**src/rtl/pipe_control_unit_pkg.sv**
```systemverilog
// Shared opcode, control-bundle and FSM definitions for the pipelined control unit.
// Bundle bit order (MSB first): {branch, MemRead, MemtoReg, ALUOp[1:0], MemWrite, ALUSrc, RegWrite, WB[1:0]}.
package pipe_control_unit_pkg;

    localparam int CTRL_W      = 10;
    localparam int BIT_MEMREAD = 8;

    localparam logic [4:0] OPCODE_LOAD   = 5'b00000;
    localparam logic [4:0] OPCODE_ARITHI = 5'b00100;
    localparam logic [4:0] OPCODE_AUIPC  = 5'b00101;
    localparam logic [4:0] OPCODE_STORE  = 5'b01000;
    localparam logic [4:0] OPCODE_R      = 5'b01100;
    localparam logic [4:0] OPCODE_LUI    = 5'b01101;
    localparam logic [4:0] OPCODE_BRANCH = 5'b11000;
    localparam logic [4:0] OPCODE_JALR   = 5'b11001;
    localparam logic [4:0] OPCODE_JAL    = 5'b11011;
    localparam logic [4:0] OPCODE_SYSTEM = 5'b11100;

    localparam logic [CTRL_W-1:0] CTRL_R      = 10'b0001000100;
    localparam logic [CTRL_W-1:0] CTRL_LOAD   = 10'b0110001100;
    localparam logic [CTRL_W-1:0] CTRL_STORE  = 10'b0000011000;
    localparam logic [CTRL_W-1:0] CTRL_BRANCH = 10'b1000100000;
    localparam logic [CTRL_W-1:0] CTRL_ARITHI = 10'b0001101100;
    localparam logic [CTRL_W-1:0] CTRL_LUI    = 10'b0000000111;
    localparam logic [CTRL_W-1:0] CTRL_AUIPC  = 10'b0000000110;
    localparam logic [CTRL_W-1:0] CTRL_JAL    = 10'b1000000101;
    localparam logic [CTRL_W-1:0] CTRL_JALR   = 10'b1000001101;

    typedef enum logic [1:0] {
        ST_RUN   = 2'd0,
        ST_DRAIN = 2'd1,
        ST_HALT  = 2'd2
    } state_e;

endpackage

```
**src/rtl/pipe_control_unit_if.sv**
```systemverilog
// Bundle between IF/ID, the control unit and the datapath stage registers.
// slave: control unit side (ID fields in, hazards/stage control out); master: the surrounding core.
interface pipe_control_unit_if #(
    parameter int OPC_W = 5,
    parameter int RA_W  = 5
) ();
    import pipe_control_unit_pkg::*;

    logic              id_valid;
    logic [OPC_W-1:0]  id_opcode;
    logic [RA_W-1:0]   id_rs1;
    logic [RA_W-1:0]   id_rs2;
    logic [RA_W-1:0]   id_rd;
    logic              ex_branch_taken;
    logic              stall_o;
    logic              flush_o;
    logic [CTRL_W-1:0] ex_ctrl;
    logic [CTRL_W-1:0] mem_ctrl;
    logic [CTRL_W-1:0] wb_ctrl;
    logic [RA_W-1:0]   ex_rd;
    logic [RA_W-1:0]   mem_rd;
    logic [RA_W-1:0]   wb_rd;
    logic              illegal_o;
    logic              halted;

    modport slave (
        input  id_valid, id_opcode, id_rs1, id_rs2, id_rd, ex_branch_taken,
        output stall_o, flush_o, ex_ctrl, mem_ctrl, wb_ctrl,
        output ex_rd, mem_rd, wb_rd, illegal_o, halted
    );

    modport master (
        output id_valid, id_opcode, id_rs1, id_rs2, id_rd, ex_branch_taken,
        input  stall_o, flush_o, ex_ctrl, mem_ctrl, wb_ctrl,
        input  ex_rd, mem_rd, wb_rd, illegal_o, halted
    );
endinterface

```
**src/rtl/pipe_control_unit_ctrl_decode.sv**
```systemverilog
// Pure combinational opcode decode: control bundle, illegal flag, rs1/rs2 usage.
// Ports: opcode in; ctrl, illegal, uses_rs1, uses_rs2 out.
module pipe_control_unit_ctrl_decode
    import pipe_control_unit_pkg::*;
#(
    parameter int OPC_W = 5
) (
    input  logic [OPC_W-1:0]  opcode,
    output logic [CTRL_W-1:0] ctrl,
    output logic              illegal,
    output logic              uses_rs1,
    output logic              uses_rs2
);

    always_comb begin
        ctrl     = '0;
        illegal  = 1'b0;
        uses_rs1 = 1'b0;
        uses_rs2 = 1'b0;
        case (opcode)
            OPCODE_R: begin
                ctrl     = CTRL_R;
                uses_rs1 = 1'b1;
                uses_rs2 = 1'b1;
            end
            OPCODE_LOAD: begin
                ctrl     = CTRL_LOAD;
                uses_rs1 = 1'b1;
            end
            OPCODE_STORE: begin
                ctrl     = CTRL_STORE;
                uses_rs1 = 1'b1;
                uses_rs2 = 1'b1;
            end
            OPCODE_BRANCH: begin
                ctrl     = CTRL_BRANCH;
                uses_rs1 = 1'b1;
                uses_rs2 = 1'b1;
            end
            OPCODE_ARITHI: begin
                ctrl     = CTRL_ARITHI;
                uses_rs1 = 1'b1;
            end
            OPCODE_LUI:    ctrl = CTRL_LUI;
            OPCODE_AUIPC:  ctrl = CTRL_AUIPC;
            OPCODE_JAL:    ctrl = CTRL_JAL;
            OPCODE_JALR: begin
                ctrl     = CTRL_JALR;
                uses_rs1 = 1'b1;
            end
            OPCODE_SYSTEM: ctrl = '0;
            default:       illegal = 1'b1;
        endcase
    end

endmodule

```
**src/rtl/pipe_control_unit.sv**
```systemverilog
// Pipelined control unit: ID decode, ID/EX->EX/MEM->MEM/WB control and rd, hazards, halt FSM.
// Ports: clk, rst (sync, active-high); bus (slave) carries ID fields, stall/flush, stage outputs.
module pipe_control_unit
    import pipe_control_unit_pkg::*;
#(
    parameter int OPC_W        = 5,
    parameter int RA_W         = 5,
    parameter int DRAIN_CYCLES = 3
) (
    input  logic               clk,
    input  logic               rst,
    pipe_control_unit_if.slave bus
);

    localparam int CNT_W = (DRAIN_CYCLES > 1) ? $clog2(DRAIN_CYCLES) : 1;

    logic [CTRL_W-1:0] dec_ctrl;
    logic              dec_illegal;
    logic              uses_rs1;
    logic              uses_rs2;

    state_e            state_q, state_d;
    logic [CNT_W-1:0]  cnt_q, cnt_d;
    logic [CTRL_W-1:0] ex_ctrl_q, ex_ctrl_d;
    logic [CTRL_W-1:0] mem_ctrl_q, mem_ctrl_d;
    logic [CTRL_W-1:0] wb_ctrl_q, wb_ctrl_d;
    logic [RA_W-1:0]   ex_rd_q, ex_rd_d;
    logic [RA_W-1:0]   mem_rd_q, mem_rd_d;
    logic [RA_W-1:0]   wb_rd_q, wb_rd_d;
    logic              illegal_q, illegal_d;

    logic run;
    logic flush;
    logic load_use;
    logic bubble;
    logic stall;

    pipe_control_unit_ctrl_decode #(
        .OPC_W (OPC_W)
    ) u_decode (
        .opcode   (bus.id_opcode),
        .ctrl     (dec_ctrl),
        .illegal  (dec_illegal),
        .uses_rs1 (uses_rs1),
        .uses_rs2 (uses_rs2)
    );

    always_comb begin
        run   = (state_q == ST_RUN);
        // Redirects are only honoured while running; a drain ignores them.
        flush = run & bus.ex_branch_taken;

        load_use = bus.id_valid & ex_ctrl_q[BIT_MEMREAD] & (ex_rd_q != '0)
                 & ((uses_rs1 & (ex_rd_q == bus.id_rs1))
                  | (uses_rs2 & (ex_rd_q == bus.id_rs2)));

        stall  = run ? (load_use & ~flush) : 1'b1;
        bubble = ~run | flush | load_use | ~bus.id_valid | dec_illegal;

        ex_ctrl_d  = bubble ? '0 : dec_ctrl;
        ex_rd_d    = bubble ? '0 : bus.id_rd;
        mem_ctrl_d = ex_ctrl_q;
        mem_rd_d   = ex_rd_q;
        wb_ctrl_d  = mem_ctrl_q;
        wb_rd_d    = mem_rd_q;
        illegal_d  = run & bus.id_valid & dec_illegal & ~flush;
    end

    always_comb begin
        state_d = state_q;
        cnt_d   = cnt_q;
        unique case (state_q)
            ST_RUN: begin
                if (bus.id_valid & (bus.id_opcode == OPCODE_SYSTEM) & ~flush) begin
                    state_d = ST_DRAIN;
                    cnt_d   = '0;
                end
            end
            ST_DRAIN: begin
                if (cnt_q == CNT_W'(DRAIN_CYCLES - 1)) begin
                    state_d = ST_HALT;
                end else begin
                    cnt_d = cnt_q + 1'b1;
                end
            end
            ST_HALT: begin
                state_d = ST_HALT;
            end
            default: state_d = ST_RUN;
        endcase
    end

    always_ff @(posedge clk) begin
        if (rst) begin
            state_q    <= ST_RUN;
            cnt_q      <= '0;
            ex_ctrl_q  <= '0;
            mem_ctrl_q <= '0;
            wb_ctrl_q  <= '0;
            ex_rd_q    <= '0;
            mem_rd_q   <= '0;
            wb_rd_q    <= '0;
            illegal_q  <= 1'b0;
        end else begin
            state_q    <= state_d;
            cnt_q      <= cnt_d;
            ex_ctrl_q  <= ex_ctrl_d;
            mem_ctrl_q <= mem_ctrl_d;
            wb_ctrl_q  <= wb_ctrl_d;
            ex_rd_q    <= ex_rd_d;
            mem_rd_q   <= mem_rd_d;
            wb_rd_q    <= wb_rd_d;
            illegal_q  <= illegal_d;
        end
    end

    assign bus.stall_o   = stall;
    assign bus.flush_o   = flush;
    assign bus.ex_ctrl   = ex_ctrl_q;
    assign bus.mem_ctrl  = mem_ctrl_q;
    assign bus.wb_ctrl   = wb_ctrl_q;
    assign bus.ex_rd     = ex_rd_q;
    assign bus.mem_rd    = mem_rd_q;
    assign bus.wb_rd     = wb_rd_q;
    assign bus.illegal_o = illegal_q;
    assign bus.halted    = (state_q == ST_HALT);

endmodule
```
**src/flat_wrapper.sv**
```systemverilog
// flat-port wrapper written by rule: the top's interface ports become plain ports
module pipe_control_unit_flat import pipe_control_unit_pkg::*;
#(
    parameter int OPC_W        = 5,
    parameter int RA_W         = 5,
    parameter int DRAIN_CYCLES = 3
)
  (clk, rst, bus_id_valid, bus_id_opcode, bus_id_rs1, bus_id_rs2, bus_id_rd, bus_ex_branch_taken, bus_stall_o, bus_flush_o, bus_ex_ctrl, bus_mem_ctrl, bus_wb_ctrl, bus_ex_rd, bus_mem_rd, bus_wb_rd, bus_illegal_o, bus_halted);
  pipe_control_unit_if #(.OPC_W(OPC_W), .RA_W(RA_W)) bus_i ();
  input  logic clk;
  input  logic rst;
  input wire logic [$bits(bus_i.id_valid)-1:0] bus_id_valid;
  input wire logic [$bits(bus_i.id_opcode)-1:0] bus_id_opcode;
  input wire logic [$bits(bus_i.id_rs1)-1:0] bus_id_rs1;
  input wire logic [$bits(bus_i.id_rs2)-1:0] bus_id_rs2;
  input wire logic [$bits(bus_i.id_rd)-1:0] bus_id_rd;
  input wire logic [$bits(bus_i.ex_branch_taken)-1:0] bus_ex_branch_taken;
  output wire logic [$bits(bus_i.stall_o)-1:0] bus_stall_o;
  output wire logic [$bits(bus_i.flush_o)-1:0] bus_flush_o;
  output wire logic [$bits(bus_i.ex_ctrl)-1:0] bus_ex_ctrl;
  output wire logic [$bits(bus_i.mem_ctrl)-1:0] bus_mem_ctrl;
  output wire logic [$bits(bus_i.wb_ctrl)-1:0] bus_wb_ctrl;
  output wire logic [$bits(bus_i.ex_rd)-1:0] bus_ex_rd;
  output wire logic [$bits(bus_i.mem_rd)-1:0] bus_mem_rd;
  output wire logic [$bits(bus_i.wb_rd)-1:0] bus_wb_rd;
  output wire logic [$bits(bus_i.illegal_o)-1:0] bus_illegal_o;
  output wire logic [$bits(bus_i.halted)-1:0] bus_halted;
  assign bus_i.id_valid = bus_id_valid;
  assign bus_i.id_opcode = bus_id_opcode;
  assign bus_i.id_rs1 = bus_id_rs1;
  assign bus_i.id_rs2 = bus_id_rs2;
  assign bus_i.id_rd = bus_id_rd;
  assign bus_i.ex_branch_taken = bus_ex_branch_taken;
  assign bus_stall_o = bus_i.stall_o;
  assign bus_flush_o = bus_i.flush_o;
  assign bus_ex_ctrl = bus_i.ex_ctrl;
  assign bus_mem_ctrl = bus_i.mem_ctrl;
  assign bus_wb_ctrl = bus_i.wb_ctrl;
  assign bus_ex_rd = bus_i.ex_rd;
  assign bus_mem_rd = bus_i.mem_rd;
  assign bus_wb_rd = bus_i.wb_rd;
  assign bus_illegal_o = bus_i.illegal_o;
  assign bus_halted = bus_i.halted;
  pipe_control_unit #(.OPC_W(OPC_W), .RA_W(RA_W), .DRAIN_CYCLES(DRAIN_CYCLES)) u_core (.clk(clk), .rst(rst), .bus(bus_i));
endmodule
```
**config.mk**
```make
export PLATFORM = sky130hd
export DESIGN_NAME = pipe_control_unit_flat
export DESIGN_NICKNAME = d
export VERILOG_FILES = /design/src/rtl/pipe_control_unit_pkg.sv /design/src/rtl/pipe_control_unit_if.sv /design/src/rtl/pipe_control_unit_ctrl_decode.sv /design/src/rtl/pipe_control_unit.sv /design/src/flat_wrapper.sv
export SDC_FILE = /design/constraint.sdc
export NUM_CORES = 1
export LEC_CHECK = 0
export ABC_AREA = 1
export BUFFER_PORTS_ARGS = -buffer_cell sky130_fd_sc_hd__buf_2
export CORE_MARGIN = 2
export CORE_UTILIZATION = 48
export CTS_CLUSTER_DIAMETER = 40
export DETAILED_ROUTE_END_ITERATION = 10
export GPL_ROUTABILITY_DRIVEN = 1
export PLACE_DENSITY = 0.78
export SLEW_MARGIN = 15
export SYNTH_ARGS = -nofsm -noshare
export SYNTH_HDL_FRONTEND = slang
export SYNTH_SLANG_ARGS = --single-unit
```
**constraint.sdc**
```tcl
create_clock -name clk -period 1.7 [get_ports clk]
set_clock_uncertainty 0.1 [all_clocks]
set_input_delay 0.085 -clock clk [delete_from_list [all_inputs] [get_ports clk]]
set_output_delay 0.085 -clock clk [all_outputs]
set_load 0.005 [all_outputs]
```
Yosys cells after proc, flatten, opt, wreduce, memory -nomap -nowiden
Cells that the tools add are included.
{ "word_totals": {"register_bits": 50, "in_bits": 24, "output_inout_bits": 49, "word_cells": 68} }
{ "classes": {"add_sub_neg": 1, "n_eq_ne": 17, "n_mux": 11, "bitwise_logic": 20, "reduce_logical": 10} }
{ "ops": {"columns": ["operator", "count"], "rows": [
  ["$pmux W10 S9", 1],
  ["$eq A5 B5 Y1 const B", 4],
  ["$eq A5 B4 Y1 const B", 3],
  ["$and A1 B1 Y1", 12],
  ["$eq A5 B3 Y1 const B", 2],
  ["$eq A5 B5 Y1", 2],
  ["$reduce_or A10 Y1", 1],
  ["$mux W2", 4],
  ["$pmux W2 S3", 1],
  ["$reduce_or A6 Y1", 1],
  ["$logic_not A5 Y1", 1],
  ["$or A1 B1 Y1", 5],
  ["$reduce_bool A5 Y1", 1],
  ["$eq A2 B2 Y1 const B", 2],
  ["$mux W1", 4],
  ["$ne A2 B2 Y1 const B", 2],
  ["$pmux W2 S2", 1],
  ["$not A1 Y1", 3],
  ["$reduce_and A3 Y1", 1],
  ["$reduce_or A3 Y1", 1],
  ["$add A2 B1 Y2 const B", 1],
  ["$eq A2 B1 Y1 const B", 1],
  ["$logic_not A2 Y1", 1],
  ["$ne A2 B1 Y1 const B", 1],
  ["other kinds (3)", 3]
]} }

Depth between registers and ports, before layout
Gate-level depths: netlist (run 1).
{ "logic_depth": {"ltp_word": 10, "mapped_depth": 12, "ltp_nobuf": 11} }

Cells and area by module
A second synthesis (run 1) with hierarchy kept.
{ "unflattened": {"hier_cells": 284, "hier_area_um2": 2008.2} }
{ "modules_own_cells": {"columns": ["module", "n_inst", "cells_each", "area_per_inst_um2", "seq_area_each_um2"], "rows": [
  ["pipe_control_unit", 1, 245, 1808.0, 1001.0],
  ["pipe_control_unit_ctrl_decode", 1, 39, 200.2, 0.0]
]} }

Worst setup path before layout (run 1)
No wires, ideal clock.
{ "synth_path": {"kind": "reg-to-reg", "from": "register u_core.ex_rd_q[3], in the netlist u_core.bus.ex_rd[3]", "to": "register u_core.ex_ctrl_q[2], in the netlist u_core.bus.ex_ctrl[2]", "setup_ns": 0.124, "arrival_ns": 1.195, "required_ns": 1.476, "path_slack_ns": 0.281, "stages_incl_launch_ff": 13, "synth_period_minus_slack_ns": 1.419, "cell_sequence": "dfxtp_1 inv_1 nand2_1 nand2_1 nor2_1 nand2_1 nor2_1 nand2_1 nand2_2 nand2_2 nand2_4 buf_12 nor2_4"} }
{ "synth_via": {"elab_chain_cells": 8, "word_cells_on_any_way": 12} }
{ "synth_lines": {"columns": ["item", "line_no", "source"], "rows": [
  ["from (decl)", "pipe_control_unit.sv:27", "logic [RA_W-1:0] ex_rd_q, ex_rd_d;"],
  ["from (signal assigned)", "pipe_control_unit.sv:110", "ex_rd_q <= ex_rd_d;"],
  ["$eq A5 B5 Y1 (on tied branches)", "pipe_control_unit.sv:54, pipe_control_unit.sv:55", null],
  ["$and A1 B1 Y1 (on tied branches)", "pipe_control_unit.sv:54, pipe_control_unit.sv:55", null],
  ["$or A1 B1 Y1", "pipe_control_unit.sv:55", "| (uses_rs2 & (ex_rd_q == bus.id_rs2)));"],
  ["$and A1 B1 Y1 (*)", "pipe_control_unit.sv:54", "& ((uses_rs1 & (ex_rd_q == bus.id_rs1))"],
  ["$or A1 B1 Y1 (*) (3 in series)", "pipe_control_unit.sv:58", "bubble = ~run | flush | load_use | ~bus.id_valid | dec_illegal;"],
  ["$reduce_or A2 Y1 (no line) (*)", null, null],
  ["to (signal assigned)", "pipe_control_unit.sv:107", "ex_ctrl_q <= ex_ctrl_d;"],
  ["to (decl)", "pipe_control_unit.sv:24", "logic [CTRL_W-1:0] ex_ctrl_q, ex_ctrl_d;"]
]} }
Every way passes the cells marked *; elsewhere a longest branch is shown, timed or not.
A chain may end at the register's enable or synchronous reset.

Worst setup path after layout (run 1)
{ "layout_path": {"from": "register u_core.ex_rd_q[4], in the netlist u_core.bus.ex_rd[4]", "to": "output bus_stall_o"} }
{ "layout_via": {"elab_chain_cells": 6, "word_cells_on_any_way": 10} }
{ "layout_lines": {"columns": ["item", "line_no", "source"], "rows": [
  ["$eq A5 B5 Y1 (on tied branches)", "pipe_control_unit.sv:54, pipe_control_unit.sv:55", null],
  ["$and A1 B1 Y1 (on tied branches)", "pipe_control_unit.sv:54, pipe_control_unit.sv:55", null],
  ["$or A1 B1 Y1", "pipe_control_unit.sv:55", null],
  ["$and A1 B1 Y1 (*)", "pipe_control_unit.sv:54", null],
  ["$and A1 B1 Y1 (*)", "pipe_control_unit.sv:57", "stall = run ? (load_use & ~flush) : 1'b1;"],
  ["$mux W1 (*)", "pipe_control_unit.sv:57", null],
  ["to (decl)", "flat_wrapper.sv:18", "output wire logic [$bits(bus_i.stall_o)-1:0] bus_stall_o;"]
]} }
Marked as above.

==> summary.md, run 1 <==
| Metric | Value |
|---|---|
| Worst Setup End Kind | `primary output` |
| WHS Path Cells | `3` |
| Critical path fanouts, max | `4` |
| Final Hold Violating Endpoints | `0` |
| Largest cells by area after synthesis | `dfxtp_1, inv_1, nor2_1` |
| Total gr overflow | `0` |
| First-pass GRT wire length | `5.89 mm` |
| Die height | `between 60 and 70 µm` |
| VDD IR-drop max | `0.000437 V` |
| Startpoint Class | `register` |
| DP Area | `~2300 µm²` |
| Clock sink count | `47` |
| Final GP Congestion | `approximately 0.94` |
| Synthesized Nets | `between 200 and 300` |
| Area Growth Syn to Fin | `30.3%` |
| # port buffers | `72` |
| Die area | `4610 µm²` |
| Max-Cap Viols | `0` |
| WS Path Type | `reg2out` |
| Cells after synthesis | `245` |
| Pwr Density | `approximately 880 nW/µm²` |
| Placed cell count | `360` |
| Syn Std Cell Area | `1960 µm²` |
| Post-DR wirelength/cell | `about 10 µm` |
| DPL Wire Length | `about 2.9 mm` |
| Fillers | `about 350` |
| Worst-Margin Slew | `0.365 ns` |
| Antenna Diode Count | `0` |
| Non-filler cells, final | `~380` |
| Worst stage delay on the critical path | `between 0.3 and 0.4 ns` |
| Tcrit/Tclk final | `98.7%` |
| RSZ-0062 raised after global routing | `true` |
| Run status | `complete, no violations` |
| Nets | `around 350` |
| CP max-delay cell | `dfxtp_4` |
| Slew margin rel. | `around 75%` |
| Synth top area share | `between 40% and 50%` |
| F_max | `just under 0.6 GHz` |
| Clock Path Buffers | `2` |
| Clock Tree Root | `clkbuf_8` |
| Row count | `23` |
| Initial Utilization | `between 40% and 50%` |
| Synth unique cells | `28` |
| CTS buffer count | `5` |
| Reg2reg path depth | `6` |
| DR iter-0 viols | `between 60 and 70` |
| Synth Flop Type | `dfxtp_1` |
| Number of synthesized register bits | `47` |
| DR vias | `roughly 1600` |
| Most used cell, CP | `nand2_2` |
| Top-count cell post-synth | `inv_1` |
| Synth warnings | `0` |
| Core area | `around 4000 µm²` |
| H-tree lvl count | `2` |
| Avg Synthesized Cell Area | `about 8 µm²` |
| Post-synth EDFFs | `0` |
| Drt pass-1 iters | `4` |
| Antenna viol nets, final | `0` |
| Final Cell Area | `2550 µm²` |
| Die width | `a little under 70 µm` |
| Hold WC Path Type | `in2reg` |
| DRT Wirelength | `approximately 3.8 mm` |
| Synth top cells by count | `inv_1, dfxtp_1, nor2_1` |
| Dominant cell type by area after synthesis | `dfxtp_1` |
| Flop-to-flop setup slack | `0.08 ns` |
| WP data arrival | `1.49 ns` |
| Fin util | `approximately 64%` |
| Antenna violations before repair | `0` |
| Fin crit period | `1.68 ns` |
| Post-DR vias/cell | `4.39` |
| CTS tree | `built` |
| Crit-path cells | `buf_4 -> xor2_1 -> nor2_1 -> nand3_1 -> nand2_2 -> nand3_2 -> nand2_2 -> buf_2` |
| Final setup viols | `0` |
| DRC | `0` |
| Total power | `~2.3 mW` |
| Leak | `approximately 1.3 nW` |
| Largest net degree at the start of global routing | `33` |
| Fin. max-slew vios | `0` |
| Async set-reset flop share out of synthesis | `0%` |
| Latest clock arrival within the worst-skew pair | `just under 0.3 ns` |
| Register area share after synthesis | `slightly below 50%` |
| CP required | `1.51 ns` |
| GRT Overall Usage | `between 15 and 20%` |
| Vias in the first global route | `1417` |
| Clock transition at the registers of the reported paths | `about 0.090 ns` |
| Layout cell share with drive strength beyond 1 | `a little over a third` |
| IO Count | `73` |
-- power breakdown --
group | total [mW] | switching (mW) | internal [mW]
clock | 0.839 | 0.356 | 0.483
sequential | 1.12 | 0.0106 | 1.11
combinational | 0.295 | 0.183 | 0.113
-- path summary, 6_finish.rpt --
| kind | start | to |
|---|---|---|
| hold / removal | bus_id_opcode[3] | u_core.bus.ex_ctrl[0] |
| setup / recovery | u_core.bus.ex_rd[4] | bus_stall_o |
| setup reg to reg | u_core.state_q[0] | u_core.bus.ex_ctrl[9] |
| hold reg to reg | u_core.bus.mem_ctrl[6] | u_core.bus.wb_ctrl[6] |
-- flip-flops by register name (all words and copies together) (netlist names) --
name	count
u_core.bus.ex_ctrl	9
u_core.bus.wb_rd	5
u_core.bus.mem_rd	5
u_core.bus.wb_ctrl	9
u_core.bus.mem_ctrl	9
u_core.cnt_q	2
u_core.bus.ex_rd	5
u_core.state_q	2
u_core.bus.illegal_o	1
-- cell usage in the layout (no fill, tap or decap), types with 3 or more instances in the layout --
master | Yosys | layout
xor2_1 | 3 | 3
ha_1 | 5 | 5
dlygate4sd3_1 | 0 | 5
nand4_1 | 6 | 6
nor2_4 | 11 | 11
dfxtp_1 | 47 | 44
o21ai_0 | 3 | 3
nor2_2 | 2 | 3
nor2_1 | 41 | 40
nand3_1 | 7 | 6
buf_2 | 0 | 72
clkbuf_8 | 0 | 6
a21oi_1 | 5 | 5
buf_4 | 3 | 3
nand2_1 | 35 | 32
inv_1 | 54 | 52
nand2_2 | 3 | 6
nand3_2 | 2 | 3
inv_2 | 3 | 4
-- worst max-delay path: cells and delay by family, from the launching register on --
family / cells / cell delay, ns
AND/OR/NAND/NOR: 5 / 0.44
flip-flops: 1 / 0.37
buffers and inverters: 2 / 0.25
XOR/XNOR: 1 / 0.15
-- final cells by class --
cell class | count | area [µm²] | share of cell area (%)
Sequential cell | 47 | 950 | 37.2
Multi-Input combinational cell | 133 | 771 | 30.2
Timing Repair Buffer | 80 | 433 | 17.0
Inverter | 57 | 216 | 8.48
Clock buffer | 6 | 82.6 | 3.23
Tap cell | 50 | 62.6 | 2.45
Clock inverter | 2 | 38.8 | 1.52
-- metal layers --
metal	GRT usage, %	share of wire [%]
met1	21.9	45
met2	28.3	49
met3	4.11	5.4
met4	5.25	0
met5	0	0
-- through the flow --
stage               hold slack [ns]  setup TNS [ns]  setup slack [ns]
finish                       0.0307               0            0.0223
global route                 0.0197         -0.0597           -0.0416
CTS                          0.0131               0           0.00417
detailed placement            0.209               0            0.0188
global placement              0.202               0             0.111
floorplan                    0.0972               0             0.281
-- cell families after synthesis --
logic type / after synthesis / synth area share (%)
flops: 47 / 48.0
fa+ha+maj: 5 / 3.19
buf+inv: 65 / 13.9
simple gates: 112 / 29.2
compound gates: 12 / 3.96
xor+xnor: 4 / 1.79
-- repair_timing --
action | CTS | global route
setup buffers | 0 | 2
setup endpoints to repair | 1 | 3
endpoints found under the hold margin | 5 | 0
pin swaps | 0 | 4
gates resized for setup | 3 | 11
hold buffers | 5 | 0
Note: power is estimated with default switching activity, not from simulation.
==> run 2, diff against run 1 <==
--- a/config.mk
+++ b/config.mk
@@ -12,7 +12,7 @@
 export CTS_CLUSTER_DIAMETER = 40
 export DETAILED_ROUTE_END_ITERATION = 10
 export GPL_ROUTABILITY_DRIVEN = 1
-export PLACE_DENSITY = 0.78
+export PLACE_DENSITY = 0.8
 export SLEW_MARGIN = 15
 export SYNTH_ARGS = -nofsm -noshare
 export SYNTH_HDL_FRONTEND = slang
==> constraint.sdc (replaced) <==
create_clock -name clk -period 1.55 [get_ports clk]
set_clock_uncertainty 0.1 [all_clocks]
set_input_delay 0.0775 -clock clk [delete_from_list [all_inputs] [get_ports clk]]
set_output_delay 0.0775 -clock clk [all_outputs]
set_load 0.005 [all_outputs]
==> run 2 against run 1 <==
  * Clock power down 10%
  * The flow now finishes with violations (setup timing)
  * Sequential power is 9.8% higher
  * Hold slack worse by 0.0090 ns
  * Largest power group unchanged
  * Combinational power is 27% higher
  * Register-to-register slack got worse by 0.09 ns
  * Via count up 2.8%
==> summary.md, run 2 (synthesis results as in run 1) <==
| Metric | Value |
|---|---|
| Max-Cap Viols | `0` |
| Clock Tree Root | `clkbuf_8` |
| Die width | `roughly 68 µm` |
| CTS buffer count | `5` |
| Pwr Density | `903 nW/µm²` |
| Fin util | `approximately 66%` |
| Post-DR wirelength/cell | `approximately 10 µm` |
| Run status | `complete, but fails checks` |
| Met2 usage | `29.3%` |
| Non-filler cells, final | `about 380` |
| Die height | `between 60 and 70 µm` |
| Tcrit/Tclk final | `105%` |
| Fin crit period | `around 1.6 ns` |
| Slew margin rel. | `~74%` |
| VDD IR-drop max | `between 0.0004 and 0.0005 V` |
| Commonest non-fill, non-tap cells in the layout | `buf_2, inv_1, dfxtp_1, nor2_1, nand2_1` |
| Fin. max-slew vios | `0` |
| Post-DR vias/cell | `approximately 4.4` |
| WS Path Type | `reg2out` |
| Leak | `roughly 1.3 nW` |
| Final Cell Area | `roughly 2600 µm²` |
| Busiest grt layer | `met2` |
| Latest clock arrival within the worst-skew pair | `a little under 0.3 ns` |
| WP data arrival | `1.45 ns` |
| DP Area | `approximately 2400 µm²` |
| Most common cell after layout, fill and taps aside | `buf_2` |
| Nets | `362` |
| Fillers | `350` |
| Critical path fanouts, max | `4` |
| Area Growth Syn to Fin | `33.3%` |
| Antenna Diode Count | `0` |
| IO Count | `73` |
| Total gr overflow | `0` |
| Startpoint Class | `register` |
| Final Hold Violating Endpoints | `0` |
| Drt pass-1 iters | `4` |
| Hold WC Path Type | `in2reg` |
| Worst Setup End Kind | `primary output` |
| DPL Wire Length | `2.92 mm` |
| Register area | `approximately 950 µm²` |
| Die area | `roughly 4600 µm²` |
| Met3 Use GR | `3.95%` |
| Antenna viol nets, final | `0` |
| Final setup viols | `5` |
| Clock Path Buffers | `2` |
| Layout cell share with drive strength beyond 1 | `38.9%` |
| Clock sink count | `47` |
| DRT Wirelength | `slightly below 4 mm` |
| DR vias | `around 1700` |
| Post-route setup slack | `-0.0725 ns` |
| F_max | `between 0.6 and 0.7 GHz` |
| Core area | `between 3000 and 4000 µm²` |
| DRC | `0` |
| H-tree lvl count | `2` |
| Final GP Congestion | `between 0.8 and 0.9` |
| CP required | `1.37 ns` |
| RSZ-0062 raised after global routing | `true` |
| DR iter-0 viols | `85` |
| First-pass GRT wire length | `between 5 and 6 mm` |
| Vias in the first global route | `between 1000 and 1500` |
| GR Layer Usage met1 | `between 20% and 30%` |
| Largest net degree at the start of global routing | `33` |
| Antenna violations before repair | `0` |
| Fin Setup TNS | `-0.0960 ns` |
| Initial Utilization | `between 40% and 50%` |
| Placed cell count | `363` |
| Worst-Margin Slew | `between 0.3 and 0.4 ns` |
| Row count | `23` |
| CTS tree | `built` |
| Failing checks | `setup timing` |
| Clock transition at the registers of the reported paths | `around 0.080 ns` |
| # port buffers | `a little over 70` |
| GRT Overall Usage | `17.4%` |
| Area of the multi-input gates | `774 µm²` |
-- run 2: worst paths after layout --
check / end / depth (start not counted) / slack [ns] / start
max: bus_stall_o / 8 / -0.07 / u_core.bus.ex_rd[4]
min: u_core.bus.ex_ctrl[6] / 3 / 0.02 / bus_id_opcode[2]
max reg2reg: u_core.bus.ex_ctrl[2] / 10 / -0.01 / u_core.bus.ex_rd[4]
min reg2reg: u_core.bus.mem_ctrl[2] / 2 / 0.32 / u_core.bus.ex_ctrl[2]
-- run 2: metal layers --
| layer | wire length, µm | up-vias | share of wire (%) |
|---|---|---|---|
| met1 | 1690 | 739 | 43 |
| met4 | 48 | 0 | 1.2 |
| met3 | 202 | 4 | 5.2 |
| met5 | 0 | - | 0 |
| met2 | 1960 | 53 | 50 |
| li1 | - | 896 | - |
-- run 2: what timing repair did --
action,4_1_cts,5_1_grt
resized for setup,8,10
hold buffers,5,0
pin swaps,5,7
gates cloned,0,0
setup buffers,4,4
setup endpoints to repair,14,19
hold endpoints to repair,5,0
-- run 2: cell type report --
cell class,count,area share (%)
sequential,47,36.4
multi-input combinational,133,29.6
clock inverter,1,0.335
clock buffer,7,3.30
timing repair buffer,89,19.8
inverter,57,8.19
tap,50,2.39
-- run 2: metrics by stage --
step	setup slack, ns	power (mW)	hold WS, ns
finish	-0.0725	2.36	0.0217
global route	-0.169	2.46	0.0231
CTS	-0.105	2.34	0.0166
detailed placement	-0.00813	1.58	0.196
global placement	0.0294	1.57	0.195
floorplan	0.131	1.47	0.0897
-- run 2: critical path: stages (launching register included) --
cell and delay (ns):
dfxtp_4 0.36, buf_4 0.13, xor2_1 0.14, nor2_1 0.09, nand3_1 0.10, nand2_2 0.10, nand3_2 0.07, nand2_2 0.06
buf_2 0.10
-- run 2: where the power goes --
part / internal, mW / switching, mW
clock: 0.365 / 0.385
sequential: 1.22 / 0.0117
combinational: 0.163 / 0.214
total: 1.75 / 0.611
==> run 3, diff against run 2 <==
--- a/config.mk
+++ b/config.mk
@@ -12,7 +12,7 @@
 export CTS_CLUSTER_DIAMETER = 40
 export DETAILED_ROUTE_END_ITERATION = 10
 export GPL_ROUTABILITY_DRIVEN = 1
-export PLACE_DENSITY = 0.8
+export PLACE_DENSITY_LB_ADDON = 0.2
 export SLEW_MARGIN = 15
 export SYNTH_ARGS = -nofsm -noshare
 export SYNTH_HDL_FRONTEND = slang
==> run 3 against run 2 <==
  * The flow still finishes with violations (setup timing)
  * Wire length fell by 2.3%
  * Register-to-register slack barely moved
  * Cell area rose by 1.3%
  * Via count fell by 2.0%
  * First-iteration DRC count fell by 12%
  * Hold slack got worse by 0.011 ns
  * Global-route usage rose by 0.76 points
  * Critical endpoint unchanged
  * Power rose by 1.0%
  * Largest cell class unchanged
  * Largest power group unchanged
==> summary.md, run 3 (synthesis results as in run 1) <==
| Metric | Value |
|---|---|
| Row count | `23` |
| Worst-Margin Slew | `between 0.4 and 0.5 ns` |
| Total power | `roughly 2.4 mW` |
| Most common cell after layout, fill and taps aside | `buf_2` |
| Worst Setup End Kind | `primary output` |
| Failing checks | `setup timing` |
| VDD IR-drop max | `around 0.00053 V` |
| Hold WC Path Type | `in2reg` |
| Fin crit period | `roughly 1.6 ns` |
| Area Growth Syn to Fin | `35.1%` |
| Non-filler cells, final | `just under 400` |
| Clock Path Buffers | `2` |
| Die area | `roughly 4600 µm²` |
| Placed cell count | `~360` |
| Clock Tree Root | `clkbuf_8` |
| Drt pass-1 iters | `4` |
| Critical path fanouts, max | `4` |
| Leak | `about 1.3 nW` |
| IO Count | `73` |
| # port buffers | `slightly above 70` |
| Max-Cap Viols | `0` |
| WS Path Type | `reg2out` |
| Total gr overflow | `0` |
| WP data arrival | `approximately 1.4 ns` |
| DR iter-0 viols | `75` |
| Slew margin rel. | `between 70 and 80%` |
| Fin. max-slew vios | `0` |
| CTS buffer count | `5` |
| Startpoint Class | `register` |
| Post-DR wirelength/cell | `9.86 µm` |
| Fillers | `roughly 340` |
| Post-route setup slack | `-0.0636 ns` |
| Die width | `roughly 68 µm` |
| DR vias | `about 1700` |
| F_max | `0.620 GHz` |
| Commonest non-fill, non-tap cells in the layout | `buf_2, inv_1, dfxtp_1, nor2_1, nand2_1` |
| Fin Setup TNS | `-0.0934 ns` |
| Vias in the first global route | `about 1400` |
| DP Area | `approximately 2400 µm²` |
| CP required | `between 1 and 1.5 ns` |
| Final setup viols | `5` |
| Clock sink count | `47` |
| Run status | `complete, but fails checks` |
| Final GP Congestion | `0.847` |
| First-pass GRT wire length | `between 6 and 7 mm` |
| Worst Hold Slack | `0.0111 ns` |
| RSZ-0062 raised after global routing | `true` |
| Layout cell share with drive strength beyond 1 | `between 30 and 40%` |
| Antenna Diode Count | `0` |
| Antenna viol nets, final | `0` |
| H-tree lvl count | `2` |
| Tcrit/Tclk final | `104%` |
| Antenna violations before repair | `0` |
| Largest net degree at the start of global routing | `33` |
| CTS tree | `built` |
| Pre-CTS WS | `-0.00559 ns` |
| Fin util | `between 60% and 70%` |
| Reg2reg path depth | `10` |
| DRT Wirelength | `roughly 3.8 mm` |
| Die height | `slightly below 70 µm` |
| Initial Utilization | `slightly below 50%` |
| Nets | `between 300 and 400` |
| Final Cell Area | `about 2600 µm²` |
| Post-DR vias/cell | `roughly 4.3` |
| DPL Wire Length | `~2.8 mm` |
| DRC | `0` |
| GRT Overall Usage | `between 10% and 20%` |
| Core area | `around 4000 µm²` |
| Final Hold Violating Endpoints | `0` |
| Pwr Density | `about 900 nW/µm²` |
| WHS Path Cells | `3` |
| Clock transition at the registers of the reported paths | `roughly 0.08 ns` |
| Latest clock arrival within the worst-skew pair | `approximately 0.30 ns` |
-- run 3: cell types whose count changed in the layout (fill, tap and decap cells not counted) --
cell     change
buf_12       +1
buf_6        +1
ha_1         -1
ha_2         +1
nand2_1      +1
nand2_2      -1
nor2_1       +1
nor2_2       -1
nor4_1       -1
nor4_2       +1
-- run 3: layout make-up --
cell class | instances | area (µm²) | area share [%]
clock inverter | 1 | 8.76 | 0.331
inverter | 57 | 214 | 8.08
timing repair buffer | 91 | 548 | 20.7
multi-input combinational | 133 | 778 | 29.4
tap | 50 | 62.6 | 2.36
clock buffer | 7 | 86.3 | 3.26
sequential | 47 | 950 | 35.9
-- run 3: worst paths after layout --
path | end | slack [ns] | startpoint
min | u_core.bus.ex_ctrl[6] | 0.01 | bus_id_opcode[2]
max | bus_stall_o | -0.06 | u_core.bus.ex_rd[3]
min reg2reg | u_core.bus.wb_ctrl[9] | 0.32 | u_core.bus.mem_ctrl[9]
max reg2reg | u_core.bus.ex_ctrl[2] | -0.01 | u_core.bus.ex_rd[3]
-- run 3: metal layers --
metal	global-route usage (%)	routed length (µm)	vias up
li1	-	-	896
met5	0	0	-
met3	3.95	173	6
met4	8.25	62	0
met1	22.7	1710	720
met2	29.9	1860	36
-- run 3: repair_timing --
item	CTS	global route
hold endpoints to repair	5	0
gates resized for setup	9	10
pin swaps	6	7
setup endpoints to repair	8	17
buffers inserted	4	5
hold buffers	5	0
-- run 3: report_power, final --
group	switching (mW)	internal (mW)	total (mW)
Sequential	0.0130	1.22	1.23
Clock	0.401	0.366	0.766
Combinational	0.214	0.169	0.384
Total	0.628	1.76	2.38
-- run 3: worst max-delay path, stage by stage (launching register included) --
cell and delay [ns]:
dfxtp_4 0.37, buf_6 0.11, xor2_1 0.14, nor2_1 0.10, nand3_1 0.10, nand2_2 0.10, nand3_2 0.06, nand2_1 0.06
buf_2 0.11
